===== config.mk =====
export PLATFORM = sky130hd
export DESIGN_NAME = uart_tx_fifo
export DESIGN_NICKNAME = d
export VERILOG_FILES = /design/src/rtl/uart_pkg.sv /design/src/rtl/uart_fifo.sv /design/src/rtl/uart_tx_fifo.sv
export SDC_FILE = /design/constraint.sdc
export NUM_CORES = 1
export LEC_CHECK = 0
export ABC_CLOCK_PERIOD_IN_PS = 2990
export CAP_MARGIN = 10
export CORE_MARGIN = 5
export CORE_UTILIZATION = 58
export DETAILED_ROUTE_END_ITERATION = 7
export PLACE_DENSITY = 0.79
export SLEW_MARGIN = 10
export SYNTH_ARGS = -nofsm -noshare
export SYNTH_HDL_FRONTEND = slang
export SYNTH_SLANG_ARGS = --single-unit

===== constraint.sdc =====
create_clock -name clk -period 2.99 [get_ports clk]
set_clock_uncertainty 0.1 [all_clocks]
set_input_delay 0.598 -clock clk [delete_from_list [all_inputs] [get_ports clk]]
set_output_delay 0.598 -clock clk [all_outputs]
set_load 0.01 [all_outputs]

===== src/rtl/uart_pkg.sv =====
// Definitions shared by the UART transmit and receive paths: parity modes,
// line-state encodings and the parity helper.
package uart_pkg;

    localparam int PAR_NONE = 0;
    localparam int PAR_ODD  = 1;
    localparam int PAR_EVEN = 2;

    typedef enum logic [2:0] {
        ST_IDLE,
        ST_START,
        ST_DATA,
        ST_PARITY,
        ST_STOP
    } uart_state_e;

    // Odd parity makes the total number of ones odd; even parity keeps it even.
    function automatic logic parity_bit(input logic [8:0] data, input int mode);
        return (mode == PAR_ODD) ? ~(^data) : (^data);
    endfunction

endpackage


===== src/rtl/uart_fifo.sv =====
// Synchronous FIFO with an extra wrap bit on each pointer; full/empty are
// registered together with the pointers, and the head word is always on rd_data.
module uart_fifo #(
    parameter int DEPTH = 4,
    parameter int WIDTH = 8
) (
    input  logic             clk,
    input  logic             rst,
    input  logic             push,
    input  logic             pop,
    input  logic [WIDTH-1:0] wr_data,
    output logic [WIDTH-1:0] rd_data,
    output logic             full,
    output logic             empty
);

    localparam int AW = $clog2(DEPTH);

    logic [WIDTH-1:0] mem [DEPTH];
    logic [AW:0]      wr_ptr;
    logic [AW:0]      rd_ptr;
    logic [AW:0]      wr_next;
    logic [AW:0]      rd_next;
    logic             do_push;
    logic             do_pop;

    // A push is judged against the registered full flag only, so a pop on
    // the same edge cannot make room for it.
    assign do_push = push && !full;
    assign do_pop  = pop && !empty;
    assign wr_next = wr_ptr + (AW + 1)'(do_push);
    assign rd_next = rd_ptr + (AW + 1)'(do_pop);
    assign rd_data = mem[rd_ptr[AW-1:0]];

    always_ff @(posedge clk or posedge rst) begin
        if (rst) begin
            wr_ptr <= '0;
            rd_ptr <= '0;
            full   <= 1'b0;
            empty  <= 1'b1;
        end else begin
            wr_ptr <= wr_next;
            rd_ptr <= rd_next;
            full   <= (wr_next[AW] != rd_next[AW]) && (wr_next[AW-1:0] == rd_next[AW-1:0]);
            empty  <= (wr_next == rd_next);
        end
    end

    always_ff @(posedge clk) begin
        if (do_push) begin
            mem[wr_ptr[AW-1:0]] <= wr_data;
        end
    end

endmodule


===== src/rtl/uart_tx_fifo.sv =====
// UART transmitter fed by a small TX FIFO, with a runtime baud divisor and a
// configurable frame format. tx is registered from the FSM state and trails it by one clock.
module uart_tx_fifo #(
    parameter int DATA_BITS  = 8,
    parameter int PARITY     = 0,
    parameter int STOP_BITS  = 1,
    parameter int FIFO_DEPTH = 4,
    parameter int DIV_WIDTH  = 16
) (
    input  logic                 clk,
    input  logic                 rst,
    input  logic [DIV_WIDTH-1:0] baud_div,
    input  logic                 wr_en,
    input  logic [DATA_BITS-1:0] wr_data,
    output logic                 full,
    output logic                 empty,
    output logic                 overflow,
    output logic                 busy,
    output logic                 tx
);

    import uart_pkg::*;

    localparam int CNT_W = 4;

    uart_state_e          state;
    logic [DIV_WIDTH-1:0] div_q;
    logic [DIV_WIDTH-1:0] baud_cnt;
    logic [CNT_W-1:0]     bit_cnt;
    logic [DATA_BITS-1:0] shift;
    logic [DATA_BITS-1:0] head;
    logic                 par_q;
    logic                 frame_q;
    logic                 bit_done;
    logic                 last_data;
    logic                 last_stop;
    logic                 pop;

    assign bit_done  = (baud_cnt == div_q);
    assign last_data = (bit_cnt == CNT_W'(DATA_BITS - 1));
    assign last_stop = (bit_cnt == CNT_W'(STOP_BITS - 1));

    // A new frame starts from IDLE or straight out of the final stop bit.
    assign pop  = !empty && ((state == ST_IDLE) || (state == ST_STOP && bit_done && last_stop));
    assign busy = (state != ST_IDLE) || frame_q || !empty;

    uart_fifo #(
        .DEPTH (FIFO_DEPTH),
        .WIDTH (DATA_BITS)
    ) u_fifo (
        .clk     (clk),
        .rst     (rst),
        .push    (wr_en),
        .pop     (pop),
        .wr_data (wr_data),
        .rd_data (head),
        .full    (full),
        .empty   (empty)
    );

    always_ff @(posedge clk or posedge rst) begin
        if (rst) begin
            overflow <= 1'b0;
        end else begin
            overflow <= wr_en && full;
        end
    end

    always_ff @(posedge clk or posedge rst) begin
        if (rst) begin
            state    <= ST_IDLE;
            div_q    <= '0;
            baud_cnt <= '0;
            bit_cnt  <= '0;
            shift    <= '0;
            par_q    <= 1'b0;
            frame_q  <= 1'b0;
            tx       <= 1'b1;
        end else begin
            frame_q <= (state != ST_IDLE);
            case (state)
                ST_START:  tx <= 1'b0;
                ST_DATA:   tx <= shift[0];
                ST_PARITY: tx <= par_q;
                default:   tx <= 1'b1;
            endcase

            if (state != ST_IDLE) begin
                baud_cnt <= bit_done ? '0 : baud_cnt + DIV_WIDTH'(1);
            end

            case (state)
                ST_IDLE: ;
                ST_START: begin
                    if (bit_done) state <= ST_DATA;
                end
                ST_DATA: begin
                    if (bit_done) begin
                        shift <= shift >> 1;
                        if (last_data) begin
                            bit_cnt <= '0;
                            state   <= (PARITY != PAR_NONE) ? ST_PARITY : ST_STOP;
                        end else begin
                            bit_cnt <= bit_cnt + CNT_W'(1);
                        end
                    end
                end
                ST_PARITY: begin
                    if (bit_done) state <= ST_STOP;
                end
                ST_STOP: begin
                    if (bit_done) begin
                        if (last_stop) begin
                            bit_cnt <= '0;
                            state   <= ST_IDLE;
                        end else begin
                            bit_cnt <= bit_cnt + CNT_W'(1);
                        end
                    end
                end
                default: state <= ST_IDLE;
            endcase

            // The divisor is captured here and held for the whole frame.
            if (pop) begin
                state    <= ST_START;
                div_q    <= baud_div;
                baud_cnt <= '0;
                bit_cnt  <= '0;
                shift    <= head;
                par_q    <= parity_bit(9'(head), PARITY);
            end
        end
    end

endmodule


==> metrics.cfg, run 1 <==
[status]
status=finished, final reports clean

[worst_hold_path]
hold_depth=1
worstHoldStart=u_fifo.wr_ptr[2]$_DFF_PP0_
hp-class=reg2reg
min_to=u_fifo.wr_ptr[2]$_DFF_PP0_

[finish]
final_nets=378
final_area_um2=4710
drive_gt1_share_pct=20.3
fin_cells=445
syn2layout_area_growth_pct=15.0
nFillCells=509
diodes=0

[floorplanning]
die_w_um=94.0
io_pins=32
rows=30
die_h_um=94.0
die-area_um2=8840
start_util_pct=59.9
coreArea_um2=6830

[logic_synthesis]
syn_area_um2=4090
synth_edf_count=32
synth_cell_types=42
synth_nets=341
synth_warnings=0
syn_area_per_cell_um2=13.3
synth_flop_cell=dfrtp_1
async_flop_share_pct=64.8
syn-instance-count=307
ys_seq_elements=91
ys_seq_area_share_pct=59.6

[sta]
tns_ns=0
max_freq_ghz=0.360
drv_slew=0
fin_crit_sh_pct=92.9
relSlewSlack_pct=60.9
worst_slew_pin_slew_ns=0.586
hold_violations=0
setup_ws_ns=0.214
rsz0062_at_grt=no
period_minus_slack_ns=2.78
setup_violations=0

[cts]
cts_tree=built
cts_hold_buf=0
htreeDepth=3
path_clk_slew_ns=0.08
cts_buffers=9
root_buffer=clkbuf_8
clockBufferDepth=2
clock_latency_ns=0.35
clock-sinks=91

[grt]
grt_max_degree=34
overflow=0
grt_usage_pct=18.2
grt_pass1_vias=2627
antenna_found_initial=0
grt_pass1_wl_um=12300

[worst_setup_path]
crit_start=baud_cnt[1]$_DFFE_PP0P_
r2r-end=u_fifo.empty$_DFF_PP1_
rr_worst_depth=10
cpPeakStageDelay_ns=0.46
cp.required_ns=3.17
critical-path-slowest-cell=dfrtp_1
r2r_start=baud_cnt[1]$_DFFE_PP0P_
cp_top_family=simple AND/OR/NAND/NOR gates
path_max_fanout=5
crit_buf_inv=0
arrival_ns=2.96
crit_type=reg2reg
cp-end-kind=register
crit_chain=xor2_1 > nor4_1 > nand4_1 > o21ai_0 > and2b_1 > ha_1 > ha_1 > xnor2_1 > xor2_1 > nor2b_1
startpoint_type=register
reg2reg_slack_ns=0.21

[route]
drt_iter0_drc=66
postRouteAntennaNets=0
remaining_drc_errors=0
wl_per_cell_um=15.9
vias=2416
drt-pass1-iter-count=4
wirelength_um=7060
drt-vias-per-instance=5.43

[power_and_ir_drop]
peakVddDrop_uv=510
leakage_nw=1.89
total_power_mw=2.82
power_per_cell_area_nw_per_um2=599

[placed_design]
gp_congestion=0.759
dpl_worst_slack_ns=0.272
port_buffers=31
post_dp_cell_area_um2=4530
dpl.cell_count=428
hpwl_um=5120

[run]
drv_cap=0

==> cell usage in the layout, fill, tap and decap left out, drive strengths merged, types with 14 or more instances in the layout <==
cell / instances
dfrtp: 57
edfxtp: 32
mux2: 31
clkdlybuf4s50: 30
xor2: 28
nor2: 23
nand2: 17
xnor2: 14
==> synth_stat cells (8+ instances only) <==
master    instances  share of area, %
nand2_1          17               1.6
mux2_2           29               8.0
xor2_1           28               6.0
nor2_1           23               2.1
xnor2_1          14               3.0
nand3_1           8              0.98
dfrtp_1          57                35
nand4_1          10               1.5
edfxtp_1         32                23
mux4_2            8               4.4
inv_1             9              0.83
o21ai_0          10               1.2
==> worst reg2reg max path, delay by kind of cell, from the launching register on <==
kind                     cells  cell delay [ns]
AO/OA/AOI/OAI                1             0.33
XOR/XNOR                     3             0.58
adder cells (fa/ha/maj)      2             0.31
flip-flops                   1             0.46
AND/OR/NAND/NOR              4             0.94
==> sequential cells by signal, indices dropped and copies added (netlist names), 3 cells and up <==
| register | flops |
|---|---|
| baud_cnt | 16 |
| bit_cnt | 4 |
| div_q | 16 |
| shift | 8 |
| state | 3 |
| u_fifo.mem | 32 |
| u_fifo.rd_ptr | 3 |
| u_fifo.wr_ptr | 3 |
==> worst max-delay path by stage <==
stage                             endpoint  slack [ns]  depth (start not counted)
floorplan           u_fifo.empty$_DFF_PP1_        0.32                         12
global placement      shift[5]$_DFFE_PP0P_        0.32                          7
detailed placement    shift[0]$_DFFE_PP0P_        0.27                          7
CTS                                   busy        0.19                          3
global route        u_fifo.empty$_DFF_PP1_        0.09                         10
finish              u_fifo.empty$_DFF_PP1_        0.21                         10
==> logic make-up after synthesis <==
kind of cell | after synthesis | synth area share [%]
xor gates and xnor gates | 42 | 8.99
buffers and inverters | 23 | 2.44
and+or+nand+nor | 86 | 11.1
AOI/OAI and AO/OA | 17 | 2.35
DFF | 91 | 59.6
adders and majority gates | 7 | 2.14
muxes | 41 | 13.4
==> power breakdown <==
part           switching (mW)  internal [mW]
combinational           0.226          0.256
clock                   0.420          0.302
sequential              0.135           1.48
total                   0.782           2.04
==> metal layers <==
layer  vias to the layer above  track usage (%)  share of wire [%]
met5                         -                0                  0
met4                         0             8.18                1.6
met3                        10             3.69                3.8
met2                        40             29.0                 50
met1                      1201             23.9                 45
li1                       1165                -                  -
==> through the flow <==
stage                     utilization (%)  hold WS [ns]
final                                68.9         0.370
after global routing                 68.9         0.385
after CTS                            68.9         0.377
after detailed placement             66.3         0.365
after global placement               66.3         0.371
after floorplan                         -         0.346
==> area by class of cell <==
class                      count  area (um2)  area share [%]
clock buffer                  10         128            2.71
clock inverter                 6        41.3           0.877
sequential                    91        2440            51.9
inverter                       9        33.8           0.718
tap                           96         120            2.55
timing repair buffer          40         389            8.27
multi-input combinational    193        1550            33.0
==> what timing repair did <==
action,in CTS,in global routing
endpoints found under the setup margin,1,0
buffers inserted,1,0
gates resized for setup,2,0
Power figures use the tool's default switching activity.
==> run 2, diff against run 1 <==
--- a/config.mk
+++ b/config.mk
@@ -11,7 +11,6 @@
 export CORE_UTILIZATION = 58
 export DETAILED_ROUTE_END_ITERATION = 7
 export PLACE_DENSITY = 0.79
-export SLEW_MARGIN = 10
 export SYNTH_ARGS = -nofsm -noshare
 export SYNTH_HDL_FRONTEND = slang
 export SYNTH_SLANG_ARGS = --single-unit
==> results of run 2 <==
Same layout as run 1: the final DEF is identical, and so are final timing and power.
